--- src/rtl/ballot_input_conditioner_pkg.sv ---
// Shared definitions for the ballot front end: FSM states and candidate indices.
// The candidate indices are shared with the downstream vote counter.
package ballot_input_conditioner_pkg;

    typedef enum logic [2:0] {
        WAIT_VOTER = 3'd0,
        ARMED      = 3'd1,
        COLLECT    = 3'd2,
        EMIT       = 3'd3,
        HOLDOFF    = 3'd4
    } state_e;

    localparam int unsigned CAND_A   = 0;
    localparam int unsigned CAND_B   = 1;
    localparam int unsigned CAND_C   = 2;
    localparam int unsigned NUM_CAND = 3;

    // A ballot is valid only when exactly one candidate was selected
    function automatic logic is_single_choice(input logic [NUM_CAND-1:0] i_sel);
        return (i_sel == 3'b001) || (i_sel == 3'b010) || (i_sel == 3'b100);
    endfunction

endpackage

--- src/rtl/ballot_input_conditioner_btn_debounce.sv ---
// One candidate button: 2-FF synchroniser, stable-count debouncer and rising-edge pulse.
module ballot_input_conditioner_btn_debounce #(
    parameter int unsigned DEBOUNCE_CYCLES = 16,
    parameter int unsigned CNT_W           = 8
) (
    input  logic i_clk,
    input  logic i_rst,
    input  logic i_btn_raw,
    output logic o_level,
    output logic o_rise
);

    logic             r_sync1;
    logic             r_sync2;
    logic             r_level;
    logic             r_rise;
    logic [CNT_W-1:0] r_cnt;

    always_ff @(posedge i_clk) begin
        if (i_rst) begin
            r_sync1 <= 1'b0;
            r_sync2 <= 1'b0;
            r_level <= 1'b0;
            r_rise  <= 1'b0;
            r_cnt   <= '0;
        end else begin
            r_sync1 <= i_btn_raw;
            r_sync2 <= r_sync1;
            r_rise  <= 1'b0;
            if (r_sync2 == r_level) begin
                r_cnt <= '0;
            end else if (r_cnt >= CNT_W'(DEBOUNCE_CYCLES - 1)) begin
                // Input has disagreed for DEBOUNCE_CYCLES samples in a row
                r_level <= r_sync2;
                r_rise  <= r_sync2;
                r_cnt   <= '0;
            end else begin
                r_cnt <= r_cnt + 1'b1;
            end
        end
    end

    always_ff @(posedge i_clk) begin
        if (!i_rst) begin
            assert (r_cnt < CNT_W'(DEBOUNCE_CYCLES));
        end
    end

    assign o_level = r_level;
    assign o_rise  = r_rise;

endmodule

--- src/rtl/ballot_input_conditioner.sv ---
// Voter-session front end: debounces three candidate buttons, collects one session's
// presses over a short window and emits a single vote or reject pulse.
module ballot_input_conditioner
    import ballot_input_conditioner_pkg::*;
#(
    parameter int unsigned DEBOUNCE_CYCLES = 16,
    parameter int unsigned WINDOW_CYCLES   = 8,
    parameter int unsigned CNT_W           = 8
) (
    input  logic i_clk,
    input  logic i_rst,
    input  logic i_enable,
    input  logic i_session_start,
    input  logic i_btn_A_raw,
    input  logic i_btn_B_raw,
    input  logic i_btn_C_raw,
    output logic o_vote_A,
    output logic o_vote_B,
    output logic o_vote_C,
    output logic o_vote_reject,
    output logic o_voter_ready,
    output logic o_busy
);

    logic [NUM_CAND-1:0] w_raw;
    logic [NUM_CAND-1:0] w_level;
    logic [NUM_CAND-1:0] w_rise;

    assign w_raw[CAND_A] = i_btn_A_raw;
    assign w_raw[CAND_B] = i_btn_B_raw;
    assign w_raw[CAND_C] = i_btn_C_raw;

    for (genvar g = 0; g < NUM_CAND; g++) begin : g_btn
        ballot_input_conditioner_btn_debounce #(
            .DEBOUNCE_CYCLES(DEBOUNCE_CYCLES),
            .CNT_W          (CNT_W)
        ) u_btn (
            .i_clk    (i_clk),
            .i_rst    (i_rst),
            .i_btn_raw(w_raw[g]),
            .o_level  (w_level[g]),
            .o_rise   (w_rise[g])
        );
    end

    state_e              r_state;
    state_e              w_state_d;
    logic [NUM_CAND-1:0] r_sel;
    logic [NUM_CAND-1:0] w_sel_d;
    logic [CNT_W-1:0]    r_win;
    logic [CNT_W-1:0]    w_win_d;
    logic [NUM_CAND-1:0] r_vote;
    logic [NUM_CAND-1:0] w_vote_d;
    logic                r_reject;
    logic                w_reject_d;
    logic                r_ready;
    logic                r_busy;

    always_comb begin
        w_state_d  = r_state;
        w_sel_d    = r_sel;
        w_win_d    = r_win;
        w_vote_d   = '0;
        w_reject_d = 1'b0;

        unique case (r_state)
            WAIT_VOTER: begin
                w_sel_d = '0;
                if (i_session_start) w_state_d = ARMED;
            end
            ARMED: begin
                if (|w_rise) begin
                    w_sel_d   = w_rise;
                    w_win_d   = '0;
                    w_state_d = COLLECT;
                end
            end
            COLLECT: begin
                w_sel_d = r_sel | w_rise;
                if (r_win >= CNT_W'(WINDOW_CYCLES - 1)) w_state_d = EMIT;
                else                                   w_win_d   = r_win + 1'b1;
            end
            EMIT: begin
                // Fires regardless of enable so a completed ballot is never lost
                if (is_single_choice(r_sel)) w_vote_d   = r_sel;
                else                         w_reject_d = 1'b1;
                w_state_d = HOLDOFF;
            end
            HOLDOFF: begin
                if (w_level == '0) w_state_d = WAIT_VOTER;
            end
            default: w_state_d = WAIT_VOTER;
        endcase

        if (!i_enable) begin
            w_state_d = WAIT_VOTER;
            w_sel_d   = '0;
        end
    end

    always_ff @(posedge i_clk) begin
        if (i_rst) begin
            r_state  <= WAIT_VOTER;
            r_sel    <= '0;
            r_win    <= '0;
            r_vote   <= '0;
            r_reject <= 1'b0;
            r_ready  <= 1'b0;
            r_busy   <= 1'b0;
        end else begin
            r_state  <= w_state_d;
            r_sel    <= w_sel_d;
            r_win    <= w_win_d;
            r_vote   <= w_vote_d;
            r_reject <= w_reject_d;
            r_ready  <= (w_state_d == ARMED);
            r_busy   <= (w_state_d == COLLECT) || (w_state_d == EMIT) || (w_state_d == HOLDOFF);
        end
    end

    always_ff @(posedge i_clk) begin
        if (!i_rst) begin
            assert (r_win < CNT_W'(WINDOW_CYCLES));
        end
    end

    assign o_vote_A      = r_vote[CAND_A];
    assign o_vote_B      = r_vote[CAND_B];
    assign o_vote_C      = r_vote[CAND_C];
    assign o_vote_reject = r_reject;
    assign o_voter_ready = r_ready;
    assign o_busy        = r_busy;

endmodule
--- config.mk ---
export PLATFORM = sky130hd
export DESIGN_NAME = ballot_input_conditioner
export DESIGN_NICKNAME = d
export VERILOG_FILES = /design/src/rtl/ballot_input_conditioner_pkg.sv /design/src/rtl/ballot_input_conditioner_btn_debounce.sv /design/src/rtl/ballot_input_conditioner.sv
export SDC_FILE = /design/constraint.sdc
export NUM_CORES = 1
export LEC_CHECK = 0
export CORE_MARGIN = 3
export CORE_UTILIZATION = 44
export DETAILED_ROUTE_END_ITERATION = 7
export PLACE_DENSITY = 0.75
export RECOVER_POWER = 25
export SETUP_SLACK_MARGIN = 0.15
export SLEW_MARGIN = 20
export SYNTH_ARGS = -nofsm -noshare
export SYNTH_HDL_FRONTEND = slang
export SYNTH_SLANG_ARGS = --single-unit
export TNS_END_PERCENT = 30
--- constraint.sdc ---
create_clock -name i_clk -period 1.37 [get_ports i_clk]
set_input_delay 0.274 -clock i_clk [delete_from_list [all_inputs] [get_ports i_clk]]
set_output_delay 0.274 -clock i_clk [all_outputs]
set_load 0.05 [all_outputs]
==> impl_metrics.json, run 1 <==
{
  "synthTopCellsByArea": "dfxtp_1 59%, nor2_1 5.3%, xnor2_1 3.2%",
  "clk_path_buf_depth": 2,
  "layout_min_cycle_time_ns": 1.341,
  "fin_skew_ns": 0.008977,
  "num_rows": 23,
  "cp.arrival_ns": 1.55,
  "insertion_delay_ns": 0.31,
  "core_area_mm2": 0.004086,
  "grt_max_degree": 17,
  "start_kind": "register",
  "hold_violations": 0,
  "drt_iter0_drc": 71,
  "r2r_start": "r_state[0]$_SDFF_PP0_",
  "layout-drive-gt1-share_pct": 37.34,
  "nNetsFinal": 243,
  "viasPerCell": 4.859,
  "die_area_mm2": 0.005144,
  "cts_sinks": 56,
  "worstSetupPathType": "register to register",
  "cts_root_buf": "clkbuf_8",
  "yosysTopAreaCellShare_pct": 58.99,
  "drcViolationCount": 0,
  "min_from": "g_btn[0].u_btn.r_cnt[0]$_SDFF_PP0_",
  "netlist_instances": 183,
  "fp.dieW_um": 71.72,
  "synth-seq-area-share_pct": 58.99,
  "routedWlPerCell_um": 12.63,
  "grt_pass1_wl_mm": 5.713,
  "initial_core_util_pct": 46.51,
  "dr.pass1.iters": 4,
  "worstHoldPathCells": 1,
  "rsz0062_at_grt": "yes",
  "cap_viol_max_count": 0,
  "peakVddDrop_mv": 0.6554,
  "utilization_pct": 64.88,
  "hpwl_mm": 2.141,
  "antenna_cells": 0,
  "fin_ws_ns": 0.02888,
  "top_regs": "g_btn.u_btn.r_cnt: 24 flops, r_win: 8 flops",
  "grt_pass1_vias": 1309,
  "fmax_mhz": 745.6,
  "r2r_end": "r_win[3]$_SDFFE_PP0P_",
  "synth-seq-cells": 56,
  "hold_buffers": 0,
  "vias": 1375,
  "cp_max_fo": 5,
  "yosysUniqueCellTypes": 37,
  "leakage_uw": 0.0009764,
  "grt.total_usage_pct": 14.93,
  "period_share_pct": 97.89,
  "largest_reg_flops": 24,
  "netlist_area_mm2": 0.001901,
  "power.density_mw_per_mm2": 1128,
  "dp_slack_ns": -0.1437,
  "r2r_setup_slack_ns": 0.03,
  "die_h_um": 71.72,
  "outcome": "completed",
  "htreeDepth": 2,
  "clkTransAtPathRegs_ns": 0.09,
  "end_kind": "register",
  "top_register": "g_btn.u_btn.r_cnt",
  "fill_cells": 308,
  "numCtsBuffers": 5,
  "ff2ff_path_depth": 4,
  "ys_warn_count": 0,
  "port_buffers": 12,
  "num_io_pins": 13,
  "whs_endpoint": "g_btn[0].u_btn.r_cnt[0]$_SDFF_PP0_",
  "finalSetupViolations": 0,
  "grt_overflow": 0,
  "yosysTopAreaCell": "dfxtp_1",
  "routed_wl_mm": 3.575,
  "syn_area_per_cell_um2": 10.39,
  "area_growth_pct": 39.50,
  "slew_violations": 0,
  "gp_congestion": 0.7120,
  "ant_nets": 0,
  "crit_required_ns": 1.58,
  "antenna_found_initial": 0,
  "holdCritPathClass": "register to register",
  "cts_tree": "built"
}
worst max-delay path: stages, from the launching register on:
cell and delay (ns):
dfxtp_2 0.35, or3b_4 0.44, a21oi_4 0.22, nor3_2 0.07, o21a_1 0.17
where the power goes:
group,leakage [uW],internal (uW),switching (uW)
Combinational,0.000451,78.9,66.2
Clock,0.0000645,645,511
Sequential,0.000461,1660,26.3
Total,0.000976,2390,603
layout make-up:
cell class / count / area, um^2 / area share (%)
Multi-Input combinational cell: 131 / 964.7 / 36.39
Clock buffer: 7 / 96.34 / 3.634
Clock inverter: 1 / 30.03 / 1.133
Timing Repair Buffer: 34 / 349.1 / 13.17
Inverter: 4 / 15.01 / 0.5663
Tap cell: 50 / 62.56 / 2.360
Sequential cell: 56 / 1134 / 42.76
placed cells by master (no fill, tap or decap), types with 3 or more instances in the layout:
cell             netlist  final
dfxtp_1               56     46
nor2_1                27     21
buf_4                  0     21
conb_1                 1     12
dfxtp_2                0     10
nand3_1               10      8
nor2b_1                7      7
xnor2_1                7      7
clkbuf_8               0      7
nand2_1                7      6
a21oi_1                8      6
nor2_2                 0      6
clkdlybuf4s50_1        0      6
buf_12                 0      6
or3_4                  0      4
inv_1                  4      4
xor2_1                 3      3
ha_2                   0      3
what timing repair did:
action	CTS	global route
setup endpoints to repair	30	34
buffers inserted	7	0
pin swaps	13	19
gates resized for setup	14	29
synthesized netlist by cell type, drive strengths merged:
cell type  number
buf             1
xor2            3
mux2            1
conb            1
o32ai           1
nor3            3
xnor2           7
a21oi           9
nor4            4
clkbuf          2
ha              4
nand4           1
nor4b           2
nand2           7
or3b            2
a211oi          1
nand3b          1
o21a            3
and2            4
or3             4
nor3b           2
and3            3
inv             4
a22oi           3
o31ai           1
nand2b          2
o21ai           5
nor2b           7
a31oi           1
nand3          10
or2             1
dfxtp          56
nor2           27
worst max path at each step:
stage	from	end	slack, ns	depth (start not counted)
after floorplan	r_state[0]$_SDFF_PP0_	r_win[3]$_SDFFE_PP0P_	0.04	5
after global placement	i_rst	g_btn[1].u_btn.r_cnt[2]$_SDFF_PP0_	-0.12	4
after detailed placement	i_rst	g_btn[1].u_btn.r_cnt[2]$_SDFF_PP0_	-0.14	4
after CTS	r_state[0]$_SDFF_PP0_	r_win[2]$_SDFFE_PP0P_	0.05	4
after global routing	g_btn[0].u_btn.r_cnt[6]$_SDFF_PP0_	g_btn[0].u_btn.r_cnt[3]$_SDFF_PP0_	-0.04	4
final	r_state[0]$_SDFF_PP0_	r_win[3]$_SDFFE_PP0P_	0.03	4
routing by layer:
layer	up-vias	wire, um	global-route usage, %
li1	707	-	-
met1	630	1497	16.27
met2	29	1804	25.10
met3	9	147	5.049
met4	0	125	8.768
met5	-	0	0
through the flow:
stage               cell area [um^2]  instances  hold WS (ns)  total power (uW)  setup TNS [ns]
floorplan                       1972        194        0.4022              1782               0
global placement                2308        268        0.4211              1836          -1.431
detailed placement              2308        268        0.4204              1839          -1.838
CTS                             2544        283        0.4231              2998               0
global route                    2651        283        0.4420              3103         -0.1936
finish                          2651        283        0.4264              2992               0
cell families after synthesis:
| family | after synthesis | synth area share [%] |
|---|---|---|
| and+or+nand+nor | 80 | 22.32 |
| DFF | 56 | 58.99 |
| AOI/OAI and AO/OA | 24 | 8.887 |
| xor gates and xnor gates | 10 | 4.609 |
| buffers and inverters | 7 | 1.777 |
| adders and majority gates | 4 | 2.633 |
| other | 1 | 0.1973 |
| muxes | 1 | 0.5925 |
No activity file was read; power rests on OpenSTA's default activity.
==> inputs of run 2 (changes only) <==
--- a/config.mk
+++ b/config.mk
@@ -5,10 +5,11 @@
 export SDC_FILE = /design/constraint.sdc
 export NUM_CORES = 1
 export LEC_CHECK = 0
+export CORE_ASPECT_RATIO = 1.5
 export CORE_MARGIN = 3
-export CORE_UTILIZATION = 44
+export CORE_UTILIZATION = 56
 export DETAILED_ROUTE_END_ITERATION = 7
-export PLACE_DENSITY = 0.75
+export PLACE_DENSITY = 0.86
 export RECOVER_POWER = 25
 export SETUP_SLACK_MARGIN = 0.15
 export SLEW_MARGIN = 20
==> constraint.sdc (replaced) <==
create_clock -name i_clk -period 1.5 [get_ports i_clk]
set_input_delay 0.3 -clock i_clk [delete_from_list [all_inputs] [get_ports i_clk]]
set_output_delay 0.3 -clock i_clk [all_outputs]
set_load 0.05 [all_outputs]
==> impl_metrics.json, run 2 (synthesized netlist as in run 1, its figures left out) <==
{
  "die_area_mm2": 0.004143,
  "utilization_pct": 75.25,
  "cts_root_buf": "clkbuf_8",
  "leakage_uw": 0.0009006,
  "area_growth_pct": 26.33,
  "layout-drive-gt1-share_pct": 25.23,
  "slew_violations": 0,
  "period_share_pct": 91.82,
  "finalSetupViolations": 0,
  "r2r_setup_slack_ns": 0.12,
  "grt_pass1_vias": 1280,
  "routed_wl_mm": 3.273,
  "grt_pass1_wl_mm": 5.457,
  "final_common_cell": "dfxtp_1",
  "viasPerCell": 5.118,
  "whs_endpoint": "g_btn[2].u_btn.r_sync2$_SDFF_PP0_",
  "crit_required_ns": 1.76,
  "end_kind": "register",
  "placed_cell_area_mm2": 0.002163,
  "cts_tree": "built",
  "r2r_start": "r_state[2]$_SDFF_PP0_",
  "fp.dieW_um": 53.57,
  "die_h_um": 77.35,
  "hold_violations": 0,
  "top_register": "g_btn.u_btn.r_cnt",
  "crit_start": "r_state[2]$_SDFF_PP0_",
  "rsz0062_at_grt": "yes",
  "fmax_mhz": 726.1,
  "numCtsBuffers": 5,
  "cp_max_fo": 6,
  "layout_min_cycle_time_ns": 1.377,
  "stdcell_count": 262,
  "hpwl_mm": 2.179,
  "placed_cells": 251,
  "cts_sinks": 56,
  "min_from": "g_btn[2].u_btn.r_sync1$_SDFF_PP0_",
  "outcome": "completed",
  "ff2ff_path_depth": 4,
  "antenna_cells": 0,
  "core_area_mm2": 0.003191,
  "dr.pass1.iters": 4,
  "fin_skew_ns": 0.004474,
  "start_kind": "register",
  "ant_nets": 0,
  "worstHoldPathCells": 1,
  "drt_iter0_drc": 33,
  "initial_core_util_pct": 59.57,
  "cp.arrival_ns": 1.64,
  "vias": 1341,
  "cap_viol_max_count": 0,
  "final_cell_mix": "50 x dfxtp_1, 23 x nor2_1, 12 x conb_1, 12 x buf_4",
  "holdCritPathClass": "register to register",
  "clk_path_buf_depth": 2,
  "postLayoutCellArea_mm2": 0.002401,
  "clkTransAtPathRegs_ns": 0.10,
  "peakVddDrop_mv": 1.136,
  "grt.total_usage_pct": 18.20,
  "fin_tns_setup_ns": 0,
  "grt_max_degree": 19,
  "num_io_pins": 13,
  "grt_overflow": 0,
  "insertion_delay_ns": 0.31,
  "gp_congestion": 0.7590,
  "drcViolationCount": 0,
  "power.density_mw_per_mm2": 1029,
  "htreeDepth": 2,
  "nNetsFinal": 232,
  "largest_reg_flops": 24,
  "worstSetupPathType": "register to register",
  "antenna_found_initial": 0,
  "num_rows": 25,
  "routedWlPerCell_um": 12.49,
  "top_regs": "g_btn.u_btn.r_cnt: 24 flops, r_win: 8 flops",
  "port_buffers": 12,
  "r2r_end": "r_win[3]$_SDFFE_PP0P_"
}
[run 2: layout make-up]
type	instances	area (um^2)
Clock inverter	3	22.52
Sequential cell	56	1134
Inverter	4	15.01
Timing Repair Buffer	23	203.9
Tap cell	40	50.05
Fill cell	229	789.5
Clock buffer	5	68.82
Multi-Input combinational cell	131	907.1
[run 2: per-layer routing]
metal  wire length (um)  GRT usage, %  share of wire (%)
met2               1719         31.33                 53
met5                  0             0                  0
met1               1318         18.83                 40
met4                 98         9.207                3.0
met3                137         5.758                4.2
[run 2: worst max path at each step]
stage / depth (start not counted) / slack (ns) / end
finish: 4 / 0.12 / r_win[3]$_SDFFE_PP0P_
global route: 5 / 0.04 / g_btn[1].u_btn.o_rise$_SDFF_PP0_
CTS: 4 / 0.13 / r_win[3]$_SDFFE_PP0P_
detailed placement: 4 / -0.03 / g_btn[2].u_btn.r_cnt[1]$_SDFF_PP0_
global placement: 4 / -0.01 / g_btn[2].u_btn.r_cnt[2]$_SDFF_PP0_
floorplan: 5 / 0.15 / r_win[3]$_SDFFE_PP0P_
[run 2: worst max-delay path, cell delays in order (launching register included)]
cell and delay (ns):
dfxtp_4 0.38, or3b_4 0.42, o21a_4 0.23, nor3_1 0.18, o21a_1 0.12
[run 2: where the power goes]
group	internal, uW	switching [uW]
Sequential	1520	25.5
Combinational	60.3	51.7
Clock	335	482
[run 2: repair_timing]
item / in CTS / in global routing
buffers inserted: 1 / 2
resized for setup: 12 / 21
pin swaps: 0 / 9
endpoints found under the setup margin: 23 / 26
hold buffers: 0 / 0
[run 2: metrics by stage]
stage	total power, uW	hold WS [ns]	setup slack (ns)
finish	2471	0.4424	0.1228
global route	2564	0.4625	0.03784
CTS	2488	0.4444	0.1315
detailed placement	1675	0.4220	-0.03216
global placement	1671	0.4169	-0.01002
floorplan	1625	0.4138	0.1497
==> inputs of run 3 (changes only) <==
--- a/config.mk
+++ b/config.mk
@@ -7,13 +7,14 @@
 export LEC_CHECK = 0
 export CORE_ASPECT_RATIO = 1.5
 export CORE_MARGIN = 3
-export CORE_UTILIZATION = 56
+export CORE_UTILIZATION = 60
 export DETAILED_ROUTE_END_ITERATION = 7
-export PLACE_DENSITY = 0.86
+export PLACE_DENSITY = 0.91
 export RECOVER_POWER = 25
 export SETUP_SLACK_MARGIN = 0.15
 export SLEW_MARGIN = 20
 export SYNTH_ARGS = -nofsm -noshare
 export SYNTH_HDL_FRONTEND = slang
+export SYNTH_HIERARCHICAL = 1
 export SYNTH_SLANG_ARGS = --single-unit
 export TNS_END_PERCENT = 30
==> constraint.sdc (replaced) <==
create_clock -name i_clk -period 1.75 [get_ports i_clk]
set_input_delay 0.35 -clock i_clk [delete_from_list [all_inputs] [get_ports i_clk]]
set_output_delay 0.35 -clock i_clk [all_outputs]
set_load 0.05 [all_outputs]
==> impl_metrics.json, run 3 <==
{
  "outcome": "completed",
  "cp_cell_sequence": "inv_2 -> or4b_4 -> nor4b_2",
  "rsz0062_at_grt": "yes",
  "drcViolationCount": 0,
  "grt.total_usage_pct": 19.28,
  "finalSetupViolations": 0,
  "pwr-share-comb_pct": 3.8,
  "fin_skew_ns": 0.009514,
  "r2r_start": "r_state[0]$_SDFF_PP0_",
  "cts_sinks": 56,
  "grt_max_degree": 22,
  "path_delay_family": "simple AND/OR/NAND/NOR gates",
  "ant_nets": 0,
  "clkTransAtPathRegs_ns": 0.09,
  "clkPwrFrac_pct": 36.6,
  "async_flop_share_pct": 0,
  "worstSetupPathType": "register to register",
  "netlist_area_mm2": 0.001971,
  "ys_warn_count": 6,
  "top_register": "g_btn.u_btn/r_cnt",
  "drt_iter0_drc": 32,
  "post_cts_buffers": 0,
  "antenna_found_initial": 0,
  "synthTopCellsByCount": "56 x dfxtp_1, 19 x nor2_1, 9 x xor2_1",
  "yosysTopAreaCell": "dfxtp_1",
  "start_kind": "register",
  "holdCritPathClass": "register to register",
  "num_rows": 24,
  "swShare_pct": 20.44,
  "p_sw_uw": 454.1,
  "hold_buffers": 0,
  "area_growth_pct": 16.06,
  "ys.flop_type": "dfxtp_1",
  "crit_buf_inv": 1,
  "p_seq_share_pct": 59.6,
  "grt_pass1_wl_mm": 5.768,
  "clk_path_buf_depth": 2,
  "vias": 1338,
  "port_buffers": 12,
  "internal-power_uw": 1768,
  "hold_violations": 0,
  "layout-drive-gt1-share_pct": 13.94,
  "grt_pass1_vias": 1304,
  "utilization_pct": 75.41,
  "initial_core_util_pct": 64.98,
  "power.density_mw_per_mm2": 971.4,
  "period_share_pct": 88.91,
  "crit_slowest_cell": "or4b_4",
  "min_from": "g_btn[0].u_btn/r_sync1$_SDFF_PP0_",
  "leakage_uw": 0.0009093,
  "htreeDepth": 2,
  "synth-seq-cells": 56,
  "core_area_mm2": 0.003033,
  "fill_cells": 208,
  "gp_congestion": 0.8663,
  "netlist_instances": 177,
  "fmax_mhz": 642.7,
  "dr.pass1.iters": 4,
  "worstHoldPathCells": 1,
  "r2r_end": "r_vote[0]$_SDFF_PP0_",
  "cp.arrival_ns": 1.79,
  "numCtsBuffers": 5,
  "top_regs": "g_btn.u_btn/r_cnt: 24 flops, r_win: 8 flops",
  "synth_edf_count": 0,
  "routed_wl_mm": 3.423,
  "crit_required_ns": 1.99,
  "die_area_mm2": 0.004022,
  "final_common_cell": "dfxtp_1",
  "largest_reg_flops": 24,
  "cp_max_fo": 8,
  "yosysUniqueCellTypes": 36,
  "num_io_pins": 13,
  "slew_violations": 0,
  "hpwl_mm": 2.423,
  "cpPeakStageDelay_ns": 0.58,
  "layout_min_cycle_time_ns": 1.556,
  "cap_viol_max_count": 0,
  "grt_overflow": 0,
  "r2r_setup_slack_ns": 0.19,
  "end_kind": "register",
  "ff2ff_path_depth": 3,
  "syn_area_per_cell_um2": 11.13,
  "viasPerCell": 5.417,
  "peakVddDrop_mv": 0.8031,
  "cts_root_buf": "clkbuf_8",
  "insertion_delay_ns": 0.31,
  "fp.dieW_um": 52.80,
  "nNetsFinal": 218,
  "antenna_cells": 0,
  "cts_tree": "built",
  "synth-seq-area-share_pct": 56.89,
  "die_h_um": 76.19,
  "routedWlPerCell_um": 13.86,
  "fin_tns_setup_ns": 0,
  "yosysMostFrequentCell": "dfxtp_1",
  "synthTopCellsByArea": "dfxtp_1 57%, xor2_1 4.0%, nor2_1 3.6%",
  "final_cell_mix": "56 x dfxtp_1, 19 x nor2_1, 12 x conb_1",
  "yosysTopAreaCellShare_pct": 56.89,
  "whs_endpoint": "g_btn[0].u_btn/r_sync2$_SDFF_PP0_"
}
==> run 3: cell families after synthesis <==
group / synth area share [%]
compound gates: 8.381
xor+xnor: 4.445
fa+ha+maj: 2.540
buf+inv: 0.7617
flops: 56.89
simple gates: 26.41
other cells: 0.5714
==> run 3: area by class of cell <==
cell class / instances / area [um^2] / area share (%)
timing repair buffer: 14 / 120.1 / 5.252
tap: 39 / 48.80 / 2.133
clock buffer: 6 / 72.57 / 3.173
inverter: 4 / 15.01 / 0.6565
multi-input combinational: 126 / 874.6 / 38.24
sequential: 56 / 1121 / 49.02
clock inverter: 2 / 35.03 / 1.532
==> run 3: power groups by stage <==
stage / clock [uW] / sequential (uW) / combinational (uW)
2_1_floorplan: 0 / 1360 / 43.8
3_3_place_gp: 0 / 1350 / 77.2
3_5_place_dp: 0 / 1350 / 82.4
4_1_cts: 829 / 1320 / 83.1
5_1_grt: 890 / 1330 / 92.5
6_report: 813 / 1330 / 83.4
==> run 3: repair_timing <==
| action | 4_1_cts | 5_1_grt |
|---|---|---|
| endpoints found under the hold margin | 0 | 0 |
| resized for setup | 1 | 2 |
| endpoints found under the setup margin | 1 | 4 |
| pin swaps | 0 | 0 |
==> run 3: per-layer routing <==
metal	track usage, %	vias up	part of all wire, %
met4	8.951	0	2.4
met1	20.25	631	37
li1	-	671	-
met2	33.71	28	56
met5	0	-	0
met3	5.479	8	3.9
==> run 3: metrics by stage <==
step                std cells  worst slack, ns  cell area (um^2)  power [uW]  hold WS (ns)
detailed placement        239          0.01841              2173        1437        0.4270
CTS                       247           0.1873              2285        2237        0.4474
global route              247          0.09585              2287        2311        0.4634
floorplan                 186           0.3478              2004        1399        0.4138
global placement          239          0.07761              2173        1429        0.4170
finish                    247           0.1941              2287        2222        0.4424
==> run 3: worst reg2reg max path, stage by stage (launching register included) <==
cell and delay (ns):
dfxtp_1 0.57, inv_2 0.08, or4b_4 0.58, nor4b_2 0.25
==> run 3: worst max-delay path by stage <==
| stage | startpoint | to | slack [ns] | cells after the start |
|---|---|---|---|---|
| 2_1_floorplan | g_btn[1].u_btn/o_rise$_SDFF_PP0_ | r_win[2]$_SDFFE_PP0P_ | 0.35 | 4 |
| 3_3_place_gp | i_rst | o_voter_ready$_SDFF_PP0_ | 0.08 | 5 |
| 3_5_place_dp | i_rst | o_voter_ready$_SDFF_PP0_ | 0.02 | 5 |
| 4_1_cts | g_btn[1].u_btn/o_rise$_SDFF_PP0_ | r_win[3]$_SDFFE_PP0P_ | 0.19 | 4 |
| 5_1_grt | r_win[3]$_SDFFE_PP0P_ | r_win[0]$_SDFFE_PP0P_ | 0.1 | 4 |
| 6_report | r_state[0]$_SDFF_PP0_ | r_vote[0]$_SDFF_PP0_ | 0.19 | 3 |
